$ cat config.mk
export PLATFORM = sky130hd
export DESIGN_NAME = cdb_complete_arbiter
export DESIGN_NICKNAME = d
export VERILOG_FILES = /design/src/rtl/cdb_complete_arbiter.sv
export SDC_FILE = /design/constraint.sdc
export NUM_CORES = 1
export LEC_CHECK = 0
export CORE_MARGIN = 5
export CORE_UTILIZATION = 45
export DETAILED_ROUTE_END_ITERATION = 10
export GPL_TIMING_DRIVEN = 0
export PLACE_DENSITY = 0.66
export SYNTH_ARGS = -nofsm -noshare
export SYNTH_HDL_FRONTEND = slang
export SYNTH_SLANG_ARGS = --single-unit
$ cat constraint.sdc
create_clock -name clock -period 9.44 [get_ports clock]
set_input_delay 0.944 -clock clock [delete_from_list [all_inputs] [get_ports clock]]
set_output_delay 0.944 -clock clock [all_outputs]
set_load 0.1 [all_outputs]
$ cat src/rtl/cdb_complete_arbiter.sv
// Result completion stage: per-FU FIFOs, N-lane round-robin CDB grant, branch squash.
// Optional same-cycle bypass of empty FIFOs is enabled with `define CDB_ARB_BYPASS_EN.
module cdb_complete_arbiter #(
    parameter int NUM_FU    = 6,
    parameter int N         = 2,
    parameter int BUF_DEPTH = 2,
    parameter int TAG_W     = 6,
    parameter int DATA_W    = 32,
    parameter int BMASK_W   = 4,
    localparam int FU_W     = (NUM_FU > 1) ? $clog2(NUM_FU) : 1
) (
    input  logic                      clock,
    input  logic                      reset,
    input  logic [NUM_FU-1:0]         fu_valid,
    input  logic [NUM_FU*TAG_W-1:0]   fu_tag,
    input  logic [NUM_FU*DATA_W-1:0]  fu_data,
    input  logic [NUM_FU*BMASK_W-1:0] fu_bmask,
    output logic [NUM_FU-1:0]         fu_ready,
    input  logic [BMASK_W-1:0]        b_mm_resolve,
    input  logic                      b_mm_mispred,
    output logic [N-1:0]              cdb_valid,
    output logic [N*TAG_W-1:0]        cdb_tag,
    output logic [N*DATA_W-1:0]       cdb_data,
    output logic [N*FU_W-1:0]         cdb_fu_id
);

    localparam int PTR_W = (BUF_DEPTH > 1) ? $clog2(BUF_DEPTH) : 1;
    localparam int CNT_W = $clog2(BUF_DEPTH + 1);

    logic [TAG_W-1:0]   q_tag  [NUM_FU][BUF_DEPTH];
    logic [DATA_W-1:0]  q_data [NUM_FU][BUF_DEPTH];
    logic [BMASK_W-1:0] q_bm   [NUM_FU][BUF_DEPTH];
    logic [BUF_DEPTH-1:0] q_kill [NUM_FU];
    logic [PTR_W-1:0]   rd_ptr [NUM_FU];
    logic [PTR_W-1:0]   wr_ptr [NUM_FU];
    logic [CNT_W-1:0]   count  [NUM_FU];
    logic [FU_W-1:0]    rr_ptr;
    logic [FU_W-1:0]    rr_nxt;

    logic [TAG_W-1:0]   in_tag  [NUM_FU];
    logic [DATA_W-1:0]  in_data [NUM_FU];
    logic [BMASK_W-1:0] in_bm   [NUM_FU];
    logic [TAG_W-1:0]   s_tag   [NUM_FU];
    logic [DATA_W-1:0]  s_data  [NUM_FU];
    logic [BMASK_W-1:0] s_bm    [NUM_FU];
    logic [NUM_FU-1:0]  has_head;
    logic [NUM_FU-1:0]  head_kill;
    logic [NUM_FU-1:0]  push_sq;
    logic [NUM_FU-1:0]  cand;
    logic [NUM_FU-1:0]  from_in;
    logic [NUM_FU-1:0]  grant;
    logic [NUM_FU-1:0]  pop;
    logic [NUM_FU-1:0]  write;

    logic [N-1:0]       lane_vld;
    logic [FU_W-1:0]    lane_fu [N];

    function automatic logic [PTR_W-1:0] ptr_inc(input logic [PTR_W-1:0] p);
        return (p == PTR_W'(BUF_DEPTH - 1)) ? '0 : p + 1'b1;
    endfunction

    always_comb begin
        for (int i = 0; i < NUM_FU; i++) begin
            in_tag[i]    = fu_tag[i*TAG_W +: TAG_W];
            in_data[i]   = fu_data[i*DATA_W +: DATA_W];
            in_bm[i]     = fu_bmask[i*BMASK_W +: BMASK_W];
            has_head[i]  = (count[i] != '0);
            head_kill[i] = has_head[i] && q_kill[i][rd_ptr[i]];
            fu_ready[i]  = (count[i] < CNT_W'(BUF_DEPTH));
            push_sq[i]   = b_mm_mispred && ((in_bm[i] & b_mm_resolve) != '0);
`ifdef CDB_ARB_BYPASS_EN
            // An empty FIFO lets its incoming result compete this very cycle.
            from_in[i] = !has_head[i];
            cand[i]    = (has_head[i] && !head_kill[i])
                       || (!has_head[i] && fu_valid[i] && !push_sq[i]);
`else
            from_in[i] = 1'b0;
            cand[i]    = has_head[i] && !head_kill[i];
`endif
            s_tag[i]  = from_in[i] ? in_tag[i]  : q_tag[i][rd_ptr[i]];
            s_data[i] = from_in[i] ? in_data[i] : q_data[i][rd_ptr[i]];
            s_bm[i]   = from_in[i] ? in_bm[i]   : q_bm[i][rd_ptr[i]];
        end
    end

    // Lane k takes the first candidate in scan order not already taken by a lower lane.
    always_comb begin
        logic [FU_W:0]   sum;
        logic [FU_W-1:0] idx;
        logic            found;
        grant    = '0;
        lane_vld = '0;
        rr_nxt   = rr_ptr;
        sum      = '0;
        idx      = '0;
        for (int k = 0; k < N; k++) begin
            lane_fu[k] = '0;
            found      = 1'b0;
            for (int j = 0; j < NUM_FU; j++) begin
                sum = {1'b0, rr_ptr} + (FU_W+1)'(j);
                if (sum >= (FU_W+1)'(NUM_FU))
                    sum = sum - (FU_W+1)'(NUM_FU);
                idx = sum[FU_W-1:0];
                if (!found && cand[idx] && !grant[idx]) begin
                    found       = 1'b1;
                    grant[idx]  = 1'b1;
                    lane_vld[k] = 1'b1;
                    lane_fu[k]  = idx;
                    rr_nxt = (idx == FU_W'(NUM_FU - 1)) ? '0 : idx + 1'b1;
                end
            end
        end
    end

    always_comb begin
        for (int i = 0; i < NUM_FU; i++) begin
            pop[i]   = has_head[i] && (grant[i] || head_kill[i]);
            write[i] = fu_valid[i] && fu_ready[i] && !push_sq[i]
                     && !(grant[i] && from_in[i]);
        end
    end

    always_ff @(posedge clock) begin
        if (reset) begin
            for (int i = 0; i < NUM_FU; i++) begin
                rd_ptr[i] <= '0;
                wr_ptr[i] <= '0;
                count[i]  <= '0;
                q_kill[i] <= '0;
            end
            rr_ptr    <= '0;
            cdb_valid <= '0;
            cdb_tag   <= '0;
            cdb_data  <= '0;
            cdb_fu_id <= '0;
        end else begin
            for (int i = 0; i < NUM_FU; i++) begin
                for (int e = 0; e < BUF_DEPTH; e++) begin
                    if (b_mm_resolve != '0 && !b_mm_mispred)
                        q_bm[i][e] <= q_bm[i][e] & ~b_mm_resolve;
                    if (b_mm_mispred && (q_bm[i][e] & b_mm_resolve) != '0)
                        q_kill[i][e] <= 1'b1;
                end
                if (write[i]) begin
                    q_tag[i][wr_ptr[i]]  <= in_tag[i];
                    q_data[i][wr_ptr[i]] <= in_data[i];
                    q_bm[i][wr_ptr[i]]   <= in_bm[i] & ~b_mm_resolve;
                    q_kill[i][wr_ptr[i]] <= 1'b0;
                    wr_ptr[i] <= ptr_inc(wr_ptr[i]);
                end
                if (pop[i])
                    rd_ptr[i] <= ptr_inc(rd_ptr[i]);
                if (write[i] && !pop[i])
                    count[i] <= count[i] + 1'b1;
                else if (!write[i] && pop[i])
                    count[i] <= count[i] - 1'b1;
            end
            rr_ptr <= rr_nxt;
            for (int k = 0; k < N; k++) begin
                cdb_valid[k] <= lane_vld[k] && !(b_mm_mispred
                    && (s_bm[lane_fu[k]] & b_mm_resolve) != '0);
                cdb_tag[k*TAG_W +: TAG_W]    <= lane_vld[k] ? s_tag[lane_fu[k]] : '0;
                cdb_data[k*DATA_W +: DATA_W] <= lane_vld[k] ? s_data[lane_fu[k]] : '0;
                cdb_fu_id[k*FU_W +: FU_W]    <= lane_fu[k];
            end
        end
    end

endmodule

==> impl_metrics.csv <==
group,metric,value,unit
synthesis,synth.net_count,2809,
drt,drt_pass1_iterations,7,
setup_path,worst-path-max-fanout,10,
final_layout,most_common_cell_after_layout_fill_and_taps_aside,"sky130_fd_sc_hd__edfxtp_1",
synthesis,postSynth.asyncResetShare,0,%
placement,place_inst,3793,
cts,clkSinkCount,627,
floorplanning,floorplan.rows,95,
setup_path,worst_setup_path_start_kind,"flop",
floorplanning,boundaryPins,355,
placement,place.detailed.hpwl,92.1,mm
sta,setup_viol_count_final,0,
sta,finalWorstPathRequiredPeriod,9000,ps
final_layout,postLayoutCellArea,0.0379,mm2
floorplanning,die_width,270,um
global_routing,grt_max_degree,31,
synthesis,syn-cell-area,0.0304,mm2
synthesis,yosys.area_share.adder,0.411,%
cts,cts_buffers,69,
outcome,status,"finished clean",
sta,tightest_slew,1310,ps
cts,clk_pin_slew,60,ps
sta,final-max-slew-violation-count,0,
sta,maxClockFrequency,0.111,GHz
synthesis,synthFlopType,"sky130_fd_sc_hd__edfxtp_1",
cts,clock_tree.root_cell,"sky130_fd_sc_hd__clkbuf_16",
final_layout,register_area,0.0180,mm2
cts,max-clock-path-buffers,3,
sta,max_slew_headroom,11.8,%
placement,gp_congestion,0.939,
sta,fin_crit_sh,95.3,%
drt,ant_nets,0,
cts,clock_tree_from_tritoncts,"done",
sta,unrepaired_setup_endpoints_after_global_routing,"false",
final_layout,finalNonFillerCells,3930,
setup_path,worst_path_arrival,9440,ps
setup_path,endpoint_kind,"flop",
cts,number_of_hold_repair_buffers_added_at_the_cts_stage,0,
synthesis,ys_seq_area_share,59.0,%
drt,wl_per_cell,30.4,um
final_layout,layout-area-overhead-vs-synth,24.5,%
sta,clock_skew_after_layout,42.9,ps
global_routing,grt_util_all_layers,31.5,%
cts,clkLatencyLatePin,620,ps
drt,detailed_router_s_first_iteration_violation_count,3077,
synthesis,synth_cell_type_count,101,
sta,finalHoldViolations,0,
global_routing,first_global_vias,24300,
synthesis,synthesis.instances,2534,
final_layout,final_nets,3268,
cts,clock_tree.htree_level_count,3,
floorplanning,floorplan.die_area,0.0729,mm2
synthesis,number_of_enable_type_register_cells_in_the_synthesized_netlist,540,
setup_path,critPathMostFrequentCell,"sky130_fd_sc_hd__buf_2",
synthesis,main_combinational_cell_family_by_area_after_synthesis,"multiplexers",
placement,io_buffer_count,349,
drt,drc_errors,0,
final_layout,fraction_of_layout_instances_using_a_drive_strength_above_1,11.1,%
drt,drt-vias-per-instance,6.17,
sta,setup_ws,442,ps
setup_path,critical_path_required,9880,ps
final_layout,layout.cells.most_common_list,"sky130_fd_sc_hd__edfxtp_1 (540), sky130_fd_sc_hd__clkdlybuf4s50_1 (349), sky130_fd_sc_hd__nand2_1 (297)",
global_routing,grt_antenna_before_repair,11,
placement,pre_cts_ws,-1440,ps
setup_path,reg2reg_slack,440,ps
min_path,timing.hold.worst.class,"flop to flop",
drt,route.vias.total,24300,
synthesis,synth_simple_gate_area_share,10.9,%
global_routing,grt_pass1_wl,170,mm
setup_path,worst_path_largest_cell_delay,580,ps
synthesis,synth.ff_latch_count,627,
synthesis,muxShareOfSynthArea,13.2,%
synthesis,warnings_synthesis,0,
final_layout,fill_cells,5520,
setup_path,critical_path_class,"flop to flop",
job,drv.max_cap_violation_count,0,
synthesis,synth-compound-area-share,13.0,%
global_routing,grt-ovfl-total,0,
floorplanning,coreArea,0.0672,mm2
synthesis,synthesis.area_per_instance,12.0,um2
floorplanning,start_util,45.3,%
drt,route.final.wire_length,120,mm
synthesis,synth_xor_xnor_area_share,0.403,%
setup_path,timing.critical_path.slowest_stage_cell,"sky130_fd_sc_hd__o311ai_4",
placement,placed_cell_area,0.0355,mm2
floorplanning,dieHeight,270,um
final_layout,multi_input_gate_area,0.0116,mm2
## final cells by class
class / instances / share of cell area, %
diodes: 8 / 0.0528
plain buffers: 187 / 2.24
clock buffers: 89 / 5.00
clock inverters: 38 / 1.06
inverters: 23 / 0.228
multi-input cells: 1697 / 30.6
flip-flops and latches: 627 / 47.4
well taps: 873 / 2.88
repair buffers: 388 / 10.5
## routing by layer
layer | vias to the layer above | wire length (um) | share of wire (%) | track usage (%)
li1 | 10600 | - | - | -
met1 | 12100 | 47400 | 40 | 41.0
met2 | 1362 | 58000 | 48 | 53.5
met3 | 260 | 9040 | 7.6 | 4.78
met4 | 8 | 5180 | 4.3 | 12.2
met5 | - | 47 | 0.039 | 0
## synthesized netlist by cell type (5+ instances only)
cell,instances,area share (%)
sky130_fd_sc_hd__or2_2,7,0.14
sky130_fd_sc_hd__mux2_2,84,3.1
sky130_fd_sc_hd__ha_1,10,0.41
sky130_fd_sc_hd__xor2_1,5,0.14
sky130_fd_sc_hd__o31ai_1,7,0.17
sky130_fd_sc_hd__and3b_1,5,0.14
sky130_fd_sc_hd__inv_1,21,0.26
sky130_fd_sc_hd__buf_4,7,0.17
sky130_fd_sc_hd__a22oi_1,24,0.59
sky130_fd_sc_hd__dfxtp_1,87,5.7
sky130_fd_sc_hd__a22o_1,18,0.52
sky130_fd_sc_hd__clkbuf_1,124,1.5
sky130_fd_sc_hd__a211oi_1,125,3.1
sky130_fd_sc_hd__o21ai_0,122,2.0
sky130_fd_sc_hd__mux2i_1,295,9.7
sky130_fd_sc_hd__nand2_1,297,3.7
sky130_fd_sc_hd__and3_1,44,0.90
sky130_fd_sc_hd__buf_6,8,0.30
sky130_fd_sc_hd__or2_1,7,0.14
sky130_fd_sc_hd__or3_1,12,0.25
sky130_fd_sc_hd__o211ai_1,53,1.3
sky130_fd_sc_hd__edfxtp_1,540,53
sky130_fd_sc_hd__nand4_1,6,0.12
sky130_fd_sc_hd__a211o_1,7,0.20
sky130_fd_sc_hd__mux2_4,5,0.25
sky130_fd_sc_hd__buf_2,35,0.58
sky130_fd_sc_hd__nand3_1,30,0.49
sky130_fd_sc_hd__nor3_1,39,0.64
sky130_fd_sc_hd__nor4_1,7,0.14
sky130_fd_sc_hd__a31oi_1,14,0.29
sky130_fd_sc_hd__a21oi_1,107,1.8
sky130_fd_sc_hd__nor3b_1,10,0.25
sky130_fd_sc_hd__a221oi_1,6,0.17
sky130_fd_sc_hd__nor2_1,171,2.1
sky130_fd_sc_hd__o21ai_1,7,0.12
sky130_fd_sc_hd__xnor2_1,9,0.26
sky130_fd_sc_hd__o31a_1,6,0.17
sky130_fd_sc_hd__and2_1,12,0.25
sky130_fd_sc_hd__a21o_1,6,0.15
sky130_fd_sc_hd__nand3b_1,6,0.15
sky130_fd_sc_hd__buf_1,12,0.15
sky130_fd_sc_hd__nor2b_1,10,0.21
sky130_fd_sc_hd__nand2b_1,30,0.62
## sequential cells by signal (all words and copies together), names as in the netlist, 6 cells and up
signal,cells
q_data,384
q_tag,72
cdb_data,64
q_bm,48
cdb_tag,12
count,12
q_kill,12
cdb_fu_id,6
rd_ptr,6
wr_ptr,6
## metrics by stage
stage	setup TNS (ps)	hold WS, ps	util (%)
floorplan	0	540	-
global placement	-67320	555	52.1
detailed placement	-51370	556	52.9
CTS	0	563	56.4
global route	0	590	56.4
finish	0	563	56.4
## path summary, 6_finish.rpt
check                 endpoint  cells after the start          from
setup / recovery  cdb_valid[1]                     28     rr_ptr[0]
hold reg to reg   count[0][10]                      1  count[0][10]
setup reg to reg  cdb_valid[1]                     28     rr_ptr[0]
hold / removal    count[0][10]                      1  count[0][10]
## logic make-up after synthesis
logic type               Yosys count
AO/OA/AOI/OAI                    570
XOR/XNOR                          14
adder cells (fa/ha/maj)           10
buffers and inverters            210
flip-flops                       627
multiplexers                     387
AND/OR/NAND/NOR                  716
## critical path, delay by kind of cell (launching register included)
family / cells / cell delay [ps]
AO/OA/AOI/OAI: 10 / 3230
XOR/XNOR: 1 / 260
adder cells (fa/ha/maj): 1 / 380
buffers and inverters: 12 / 3540
flip-flops: 1 / 420
AND/OR/NAND/NOR: 4 / 980
## what timing repair did
| item | in CTS | in global routing |
|---|---|---|
| endpoints found under the hold margin | 0 | 0 |
| setup buffers | 2 | 0 |
| pin swaps | 1 | 0 |
| endpoints found under the setup margin | 92 | 71 |
| gates cloned | 0 | 0 |
| resized for setup | 4 | 5 |
Power is left out: the tool's default activity adds up to more than one toggle a clock period on the data nets, which glitch-free logic cannot reach.
